### src/rtl/ram_bus_arbiter_pkg.sv
// arb_pkg: shared types for the data-RAM port arbiter.
//   arb_state_t : arbiter FSM states (IDLE, GNT_CPU, GNT_DBG, ACK)
//   owner_t     : 2-bit grant owner code driven on the owner port
package arb_pkg;

  typedef enum logic [1:0] {
    IDLE    = 2'd0,
    GNT_CPU = 2'd1,
    GNT_DBG = 2'd2,
    ACK     = 2'd3
  } arb_state_t;

  typedef logic [1:0] owner_t;

  localparam owner_t OWN_NONE = 2'b00;
  localparam owner_t OWN_CPU  = 2'b01;
  localparam owner_t OWN_DBG  = 2'b10;

endpackage

### src/rtl/ram_bus_arbiter_if.sv
// ram_bus_arbiter_if: bundles the CPU request port, the debug/loader
// request port and the shared RAM port.
//   cpu_* / dbg_* : req, we, addr, wdata in; ack pulse and held rdata out
//   ram_*         : cs, we, addr, wdata out; rdata in (same-cycle valid)
//   owner         : current grant (00 none, 01 cpu, 10 dbg)
// Modports: slave = arbiter side, master = requesters + RAM side.
interface ram_bus_arbiter_if
  import arb_pkg::*;
#(
  parameter int ADDR_W = 12,
  parameter int DATA_W = 4
);
  logic              cpu_req;
  logic              cpu_we;
  logic [ADDR_W-1:0] cpu_addr;
  logic [DATA_W-1:0] cpu_wdata;
  logic              cpu_ack;
  logic [DATA_W-1:0] cpu_rdata;

  logic              dbg_req;
  logic              dbg_we;
  logic [ADDR_W-1:0] dbg_addr;
  logic [DATA_W-1:0] dbg_wdata;
  logic              dbg_ack;
  logic [DATA_W-1:0] dbg_rdata;

  logic              ram_cs;
  logic              ram_we;
  logic [ADDR_W-1:0] ram_addr;
  logic [DATA_W-1:0] ram_wdata;
  logic [DATA_W-1:0] ram_rdata;

  owner_t            owner;

  modport slave (
    input  cpu_req, cpu_we, cpu_addr, cpu_wdata,
    output cpu_ack, cpu_rdata,
    input  dbg_req, dbg_we, dbg_addr, dbg_wdata,
    output dbg_ack, dbg_rdata,
    output ram_cs, ram_we, ram_addr, ram_wdata,
    input  ram_rdata,
    output owner
  );

  modport master (
    output cpu_req, cpu_we, cpu_addr, cpu_wdata,
    input  cpu_ack, cpu_rdata,
    output dbg_req, dbg_we, dbg_addr, dbg_wdata,
    input  dbg_ack, dbg_rdata,
    input  ram_cs, ram_we, ram_addr, ram_wdata,
    output ram_rdata,
    input  owner
  );

endinterface

### src/rtl/ram_bus_arbiter_starve_cnt.sv
// arb_starve_cnt: saturating count of CPU grants taken while the debug
// port is waiting.
//   clk, reset : clock, synchronous active-high reset
//   inc        : count one CPU grant (holds once saturated)
//   clr        : return to zero (wins over inc)
//   sat        : count has reached STARVE_MAX
module arb_starve_cnt #(
  parameter int STARVE_MAX = 4
) (
  input  logic clk,
  input  logic reset,
  input  logic inc,
  input  logic clr,
  output logic sat
);

  localparam logic [3:0] CNT_MAX = 4'(STARVE_MAX);

  logic [3:0] cnt_q;

  always_ff @(posedge clk) begin
    if (reset || clr) begin
      cnt_q <= 4'd0;
    end else if (inc && (cnt_q != CNT_MAX)) begin
      cnt_q <= cnt_q + 4'd1;
    end
  end

  assign sat = (cnt_q == CNT_MAX);

endmodule

### src/rtl/ram_bus_arbiter.sv
// ram_bus_arbiter: shares one data-RAM port between the CPU datapath and
// the debug/loader port. Each access takes a grant cycle (RAM strobed)
// followed by an ack cycle; arbitration happens in IDLE and ACK.
//   clk, reset : clock, synchronous active-high reset
//   bus        : ram_bus_arbiter_if.slave (cpu_*, dbg_*, ram_*, owner)
// Build option ARB_ROUND_ROBIN_EN: replaces CPU priority + starvation guard
// with a round-robin tie-break (last granted requester loses the tie).
//
// state   | meaning
// IDLE    | no access in flight, arbitrating
// GNT_CPU | RAM strobed with the CPU request
// GNT_DBG | RAM strobed with the debug request
// ACK     | ack to last grantee, arbitrating (grantee's req masked)
module ram_bus_arbiter
  import arb_pkg::*;
#(
  parameter int ADDR_W     = 12,
  parameter int DATA_W     = 4,
  parameter int STARVE_MAX = 4
) (
  input logic              clk,
  input logic              reset,
  ram_bus_arbiter_if.slave bus
);

  arb_state_t        state_q, state_d, arb_next;
  logic              last_cpu_q;  // 1: CPU granted last, 0: debug (reset)
  logic [DATA_W-1:0] cpu_rdata_q, dbg_rdata_q;
  logic              in_ack, cpu_elig, dbg_elig, dbg_win, cpu_win;

  // A requester still shows req during its own ack cycle; mask it there so
  // the same access is not granted twice.
  assign in_ack   = (state_q == ACK);
  assign cpu_elig = bus.cpu_req && !(in_ack && last_cpu_q);
  assign dbg_elig = bus.dbg_req && !(in_ack && !last_cpu_q);

`ifdef ARB_ROUND_ROBIN_EN
  assign dbg_win = dbg_elig && (!cpu_elig || last_cpu_q);
`else
  logic starve_sat;

  arb_starve_cnt #(.STARVE_MAX(STARVE_MAX)) u_starve (
    .clk   (clk),
    .reset (reset),
    .inc   ((state_q == GNT_CPU) && bus.dbg_req),
    .clr   ((state_q == GNT_DBG) || !bus.dbg_req),
    .sat   (starve_sat)
  );

  // Priority is judged on the raw CPU request: a CPU that keeps requesting
  // through its own ack still holds debug off until the guard saturates.
  assign dbg_win = dbg_elig && (!bus.cpu_req || starve_sat);
`endif

  assign cpu_win  = cpu_elig && !dbg_win;
  assign arb_next = dbg_win ? GNT_DBG : (cpu_win ? GNT_CPU : IDLE);

  always_ff @(posedge clk) begin
    if (reset) begin
      state_q     <= IDLE;
      last_cpu_q  <= 1'b0;
      cpu_rdata_q <= {DATA_W{1'b0}};
      dbg_rdata_q <= {DATA_W{1'b0}};
    end else begin
      state_q <= state_d;
      if (state_q == GNT_CPU) begin
        last_cpu_q <= 1'b1;
        if (!bus.cpu_we) cpu_rdata_q <= bus.ram_rdata;
      end
      if (state_q == GNT_DBG) begin
        last_cpu_q <= 1'b0;
        if (!bus.dbg_we) dbg_rdata_q <= bus.ram_rdata;
      end
    end
  end

  always_comb begin
    state_d       = state_q;
    bus.ram_cs    = 1'b0;
    bus.ram_we    = 1'b0;
    bus.ram_addr  = {ADDR_W{1'b0}};
    bus.ram_wdata = {DATA_W{1'b0}};
    bus.owner     = OWN_NONE;
    bus.cpu_ack   = 1'b0;
    bus.dbg_ack   = 1'b0;
    case (state_q)
      GNT_CPU: begin
        bus.ram_cs    = 1'b1;
        bus.ram_we    = bus.cpu_we;
        bus.ram_addr  = bus.cpu_addr;
        bus.ram_wdata = bus.cpu_wdata;
        bus.owner     = OWN_CPU;
        state_d       = ACK;
      end
      GNT_DBG: begin
        bus.ram_cs    = 1'b1;
        bus.ram_we    = bus.dbg_we;
        bus.ram_addr  = bus.dbg_addr;
        bus.ram_wdata = bus.dbg_wdata;
        bus.owner     = OWN_DBG;
        state_d       = ACK;
      end
      ACK: begin
        bus.cpu_ack = last_cpu_q;
        bus.dbg_ack = !last_cpu_q;
        state_d     = arb_next;
      end
      default: state_d = arb_next;
    endcase
  end

  assign bus.cpu_rdata = cpu_rdata_q;
  assign bus.dbg_rdata = dbg_rdata_q;

endmodule

### src/flat_wrapper.sv
// flat-port wrapper written by rule: the top's interface ports become plain ports
module ram_bus_arbiter_flat import arb_pkg::*;
#(
  parameter int ADDR_W     = 12,
  parameter int DATA_W     = 4,
  parameter int STARVE_MAX = 4
)
  (clk, reset, bus_cpu_req, bus_cpu_we, bus_cpu_addr, bus_cpu_wdata, bus_cpu_ack, bus_cpu_rdata, bus_dbg_req, bus_dbg_we, bus_dbg_addr, bus_dbg_wdata, bus_dbg_ack, bus_dbg_rdata, bus_ram_cs, bus_ram_we, bus_ram_addr, bus_ram_wdata, bus_ram_rdata, bus_owner);
  ram_bus_arbiter_if #(.ADDR_W(ADDR_W), .DATA_W(DATA_W)) bus_i ();
  input logic clk;
  input logic reset;
  input wire logic [$bits(bus_i.cpu_req)-1:0] bus_cpu_req;
  input wire logic [$bits(bus_i.cpu_we)-1:0] bus_cpu_we;
  input wire logic [$bits(bus_i.cpu_addr)-1:0] bus_cpu_addr;
  input wire logic [$bits(bus_i.cpu_wdata)-1:0] bus_cpu_wdata;
  output wire logic [$bits(bus_i.cpu_ack)-1:0] bus_cpu_ack;
  output wire logic [$bits(bus_i.cpu_rdata)-1:0] bus_cpu_rdata;
  input wire logic [$bits(bus_i.dbg_req)-1:0] bus_dbg_req;
  input wire logic [$bits(bus_i.dbg_we)-1:0] bus_dbg_we;
  input wire logic [$bits(bus_i.dbg_addr)-1:0] bus_dbg_addr;
  input wire logic [$bits(bus_i.dbg_wdata)-1:0] bus_dbg_wdata;
  output wire logic [$bits(bus_i.dbg_ack)-1:0] bus_dbg_ack;
  output wire logic [$bits(bus_i.dbg_rdata)-1:0] bus_dbg_rdata;
  output wire logic [$bits(bus_i.ram_cs)-1:0] bus_ram_cs;
  output wire logic [$bits(bus_i.ram_we)-1:0] bus_ram_we;
  output wire logic [$bits(bus_i.ram_addr)-1:0] bus_ram_addr;
  output wire logic [$bits(bus_i.ram_wdata)-1:0] bus_ram_wdata;
  input wire logic [$bits(bus_i.ram_rdata)-1:0] bus_ram_rdata;
  output wire logic [$bits(bus_i.owner)-1:0] bus_owner;
  assign bus_i.cpu_req = bus_cpu_req;
  assign bus_i.cpu_we = bus_cpu_we;
  assign bus_i.cpu_addr = bus_cpu_addr;
  assign bus_i.cpu_wdata = bus_cpu_wdata;
  assign bus_cpu_ack = bus_i.cpu_ack;
  assign bus_cpu_rdata = bus_i.cpu_rdata;
  assign bus_i.dbg_req = bus_dbg_req;
  assign bus_i.dbg_we = bus_dbg_we;
  assign bus_i.dbg_addr = bus_dbg_addr;
  assign bus_i.dbg_wdata = bus_dbg_wdata;
  assign bus_dbg_ack = bus_i.dbg_ack;
  assign bus_dbg_rdata = bus_i.dbg_rdata;
  assign bus_ram_cs = bus_i.ram_cs;
  assign bus_ram_we = bus_i.ram_we;
  assign bus_ram_addr = bus_i.ram_addr;
  assign bus_ram_wdata = bus_i.ram_wdata;
  assign bus_i.ram_rdata = bus_ram_rdata;
  assign bus_owner = bus_i.owner;
  ram_bus_arbiter #(.ADDR_W(ADDR_W), .DATA_W(DATA_W), .STARVE_MAX(STARVE_MAX)) u_core (.clk(clk), .reset(reset), .bus(bus_i));
endmodule
### config.mk
export PLATFORM = sky130hd
export DESIGN_NAME = ram_bus_arbiter_flat
export DESIGN_NICKNAME = d
export VERILOG_FILES = /design/src/rtl/ram_bus_arbiter_pkg.sv /design/src/rtl/ram_bus_arbiter_if.sv /design/src/rtl/ram_bus_arbiter_starve_cnt.sv /design/src/rtl/ram_bus_arbiter.sv /design/src/flat_wrapper.sv
export SDC_FILE = /design/constraint.sdc
export NUM_CORES = 1
export LEC_CHECK = 0
export BUFFER_PORTS_ARGS = -buffer_cell sky130_fd_sc_hd__buf_2
export CAP_MARGIN = 25
export CELL_PAD_IN_SITES_DETAIL_PLACEMENT = 1
export CELL_PAD_IN_SITES_GLOBAL_PLACEMENT = 2
export CORE_MARGIN = 1
export CORE_UTILIZATION = 17
export DETAILED_ROUTE_END_ITERATION = 12
export HOLD_SLACK_MARGIN = 0.12
export PLACE_DENSITY_LB_ADDON = 0.1
export SLEW_MARGIN = 20
export SYNTH_ARGS = -nofsm -noshare
export SYNTH_HDL_FRONTEND = slang
export SYNTH_SLANG_ARGS = --single-unit
### constraint.sdc
create_clock -name clk -period 1.19 [get_ports clk]
set_input_delay 0.119 -clock clk [delete_from_list [all_inputs] [get_ports clk]]
set_output_delay 0.119 -clock clk [all_outputs]
set_load 0.01 [all_outputs]
Word level (Yosys, flattened, before mapping)

Cells that the tools add are included.

Bits of input ports: 42
Output and inout bits: 30
ROM bits: 0
Logic and storage cells: 44
Latch bits: 0
RAM bits: 0
Memories: 0
Register bits after elaboration: 15

Muxes and demuxes: 10
Bitwise operators: 2
$mul: 0
Magnitude comparators: 0
Div/mod/pow operators: 0
Add/subtract/negate cells: 1
Shifts and indexed selects: 0
Reduce and logical (&&, ||, !) cells: 21
Equal/unequal tests: 5

Operators with widths:

| kind                  | number |
|---|---|
| $pmux W12 S2          | 1 |
| $logic_and A1 B1 Y1   | 8 |
| $pmux W4 S2           | 1 |
| $logic_not A1 Y1      | 6 |
| $add A4 B1 Y4 const B | 1 |
| $eq A2 B2 Y1 const B  | 2 |
| $eq A4 B3 Y1 const B  | 1 |
| $mux W1               | 4 |
| $mux W2               | 2 |
| $ne A4 B3 Y1 const B  | 1 |
| $pmux W2 S2           | 1 |
| $reduce_and A2 Y1     | 2 |
| $reduce_or A2 Y1      | 2 |
| $logic_or A1 B1 Y1    | 3 |
| $eq A2 B1 Y1 const B  | 1 |
| $not A1 Y1            | 2 |
| $pmux W1 S2           | 1 |

Logic depth before layout (Yosys ltp)

Word-level depth: 10
Depth in mapped cells: 6

By module

A second synthesis with hierarchy kept.

Cells, all modules: 117
Area, all modules: 965.9 um^2

Modules (own cells, without submodules):

| module          | cells each | seq. area each (um^2) | area an instance (um^2) | times used |
|---|---|---|---|---|
| ram_bus_arbiter | 92         | 220.2                 | 737.0                   | 1 |
| arb_starve_cnt  | 25         | 80.1                  | 229.0                   | 1 |

Worst setup path after synthesis

OpenSTA, ideal clock, no wires.

Path kind: register to output
Start: register u_core.state_q[0]
End: output port bus_ram_addr[0]
Data required time: 1.071 ns
Cell stages (with the launch flop): 7
Arrival: 1.246 ns
Path slack: -0.175 ns
Path buffers: 2
Path through: dfxtp_1 -> inv_1 -> ha_1 -> buf_2 -> buf_2 -> a22oi_1 -> nor2_1

Longest elaborated chain between the ends: 2

RTL lines:

| what                                                | line                  | source |
|---|---|---|
| start: declaration                                  | ram_bus_arbiter.sv:26 | `arb_state_t state_q, state_d, arb_next;` |
| start signal: assignment                            | ram_bus_arbiter.sv:65 | `state_q <= state_d;` |
| $eq A2 B2 Y1 / $eq A2 B1 Y1 (equally long branches) | ram_bus_arbiter.sv:86 | `case (state_q)` |
| $pmux W12 S2 *                                      | ram_bus_arbiter.sv:86 |  |
| end: declaration                                    | flat_wrapper.sv:26    | `output wire logic [$bits(bus_i.ram_addr)-1:0] bus_ram_addr;` |

Every way passes the cells marked *; elsewhere a longest branch is shown, timed or not.

Worst setup path in the final report

Start: register u_core.state_q[1]
End: output port bus_ram_addr[0]

Same word-level chain as after synthesis.

==> out/metrics.cfg <==
[placed_design]
dpl.hpwl_um=2540
place_congestion=0.689
place_area_sq_mm=0.00149
dp_cells=259
io_buffers=71

[outcome]
status=finished with violations
violations=setup timing

[clock_network]
clock_latency_ns=0.25
cts_root_buf=clkbuf_8
cts_buffer_depth=2
clk_pin_slew_ns=0.06
tritoncts=done
cts.sinks=15
cts_max_level=1
numCtsBuffers=3

[setup_path]
cp.arrival_ns=1.36
crit_slowest_cell=dfxtp_4
worstRegToRegCells=7
endpoint_kind=output port
cp_cell_sequence=inv_4, ha_4, buf_12, a22oi_1, nor2_1, buf_2
startpoint_type=flip-flop
rr_startpoint=u_core.state_q[1]
cp.required_ns=1.07
slowest_delay_ns=0.38
r2r-end=u_core.u_starve.cnt_q[3]
crit_start=u_core.state_q[1]
rrSetupSlack_ns=-0.24
path_class=flip-flop to output port
path_max_fanout=17

[synth]
yosys.area.top_type=dfxtp_1
synth-seq-area-share=0.327
netlist_area_sq_um=917
yosysWarnings=0
synth_top_cell_area_share=0.327
ys_ff_latch=15
synthTopCellsByArea=dfxtp_1 (33%), a22oi_1 (14%), nor2_1 (11%)
synth_area_per_cell_sq_um=7.91
syn_nets=164
synth_cell_types=25
netlist_instances=116

[cells_and_area]
post-route-util=0.384
fin_area_sq_mm=0.00198
mostFrequentLayoutCell=buf_2
final_cell_mix=buf_2 (67), nor2_1 (25), buf_6 (16)
antenna_cells=0
stdcell_count=286
drive_gt1_frac=0.681
area_growth_pct=115
nNetsFinal=265

[drt]
drt_wl_total_um=3660
num_vias=1246
viasPerCell=4.36
firstDrtPassIters=2
drtIter0Drc=22
drtAntennaViolNets=0
drc_errors=0
wl_per_cell_um=12.8

[global_routing]
grt_max_degree=18
grt_pass1_wl_um=5730
grt-ovfl-total=0
track_usage=0.135
first_global_vias=1250
antenna_found_initial=0

[die]
io_pins=72
die_w_um=75.5
coreArea_sq_mm=0.00514
num_rows=26
die_area_sq_mm=0.00569
start_util=0.178
die_y_um=75.5

[timing]
worst_slew_pin_slew_ns=0.288
rsz0062_at_grt=yes
fin_crit_sh=1.24
max-slew-margin-rel=0.808
fmax_mhz=677
fin_ws_ns=-0.287
min_period_ns=1.48
tns_ns=-7.32
clock_skew_ns=0.000848
finalSetupViolations=36
drv_slew=0
finalHoldViolCount=0

[run]
drv_cap=0

[min_path]
hold_depth=3
hold_end=u_core.bus.dbg_rdata[3]
hold_class=primary input to flip-flop
worstHoldStart=bus_ram_rdata[3]

[power]
vdd_ir_drop_max_uv=320
leakage_nw=0.935
power-per-cell-area_mw_per_mm2=1080

==> metrics by stage <==
| stage | setup slack [ns] | power, W | hold slack, ns |
|---|---|---|---|
| after global placement | -0.0824 | 0.00125 | 0.373 |
| after detailed placement | -0.0930 | 0.00127 | 0.380 |
| after global routing | -0.349 | 0.00228 | 0.170 |
| final | -0.287 | 0.00214 | 0.156 |
| after floorplan | -0.0121 | 0.000964 | 0.196 |
| after CTS | -0.306 | 0.00203 | 0.136 |
==> state kept, by name, indices dropped and copies added, names as in the netlist <==
| signal | count |
|---|---|
| u_core.bus.cpu_rdata | 4 |
| u_core.last_cpu_q | 1 |
| u_core.bus.dbg_rdata | 4 |
| u_core.u_starve.cnt_q | 4 |
| u_core.state_q | 2 |
==> critical path, delay by kind of cell, from the launching register on <==
family	cells	cell delay, ns
adder cells (fa/ha/maj)	1	0.17
buffers and inverters	3	0.33
flip-flops	1	0.38
AND/OR/NAND/NOR	1	0.07
AO/OA/AOI/OAI	1	0.16
==> cell families (layout without fill, tap and decap cells) <==
kind of cell               count (synthesis)  after routing  share of synthesized area
buffers and inverters                     16            116                     0.0723
DFF                                       15             15                      0.327
muxes                                      8              8                     0.0873
adders and majority gates                  6              6                     0.0819
AOI/OAI and AO/OA                         29             29                      0.224
and+or+nand+nor                           42             42                      0.207
==> synthesized netlist by cell type <==
library cell,count
nand3b_1,1
buf_2,4
a21oi_1,2
nand2b_1,1
a21boi_0,3
a21boi_1,1
clkbuf_1,4
inv_1,7
a211o_1,1
mux2i_1,8
nand3_1,4
clkbuf_2,1
ha_1,6
nor3_1,2
o21ai_0,4
nor2_1,26
nand2_1,2
or4_1,1
and3b_1,1
a22oi_1,17
nor2b_1,2
dfxtp_1,15
and2_1,1
or2_2,1
o311ai_0,1
==> area by class of cell <==
class,instances,area (sq um)
multi-input cells,85,746
repair buffers,105,753
clock buffers,4,45.0
fillers,637,3160
flip-flops and latches,15,310
inverters,7,33.8
well taps,70,87.6
==> routing by layer <==
metal,GRT usage,part of all wire
met1,0.156,0.39
met2,0.251,0.55
met3,0.0172,0.051
met4,0.0494,0.0098
met5,0,0
==> report_power, final <==
| group | internal [W] | switching (W) |
|---|---|---|
| clock network | 0.000237 | 0.000186 |
| logic | 0.000659 | 0.000489 |
| registers | 0.000536 | 0.0000325 |
| total | 0.00143 | 0.000708 |
==> worst max-delay path by stage <==
stage	end	slack [ns]
2_1_floorplan	u_core.u_starve.cnt_q[3]	-0.01
3_3_place_gp	u_core.bus.dbg_rdata[3]	-0.08
3_5_place_dp	u_core.bus.dbg_rdata[3]	-0.09
4_1_cts	bus_ram_addr[7]	-0.31
5_1_grt	bus_ram_wdata[0]	-0.35
6_report	bus_ram_addr[0]	-0.29
==> timing repair <==
item / 4_1_cts / 5_1_grt
hold endpoints to repair: 4 / 0
gates resized for setup: 29 / 34
endpoints found under the setup margin: 36 / 37
pin swaps: 4 / 10
hold buffers: 3 / 0
buffers inserted: 13 / 10
gates cloned: 1 / 0
Power figures use the tool's default switching activity.
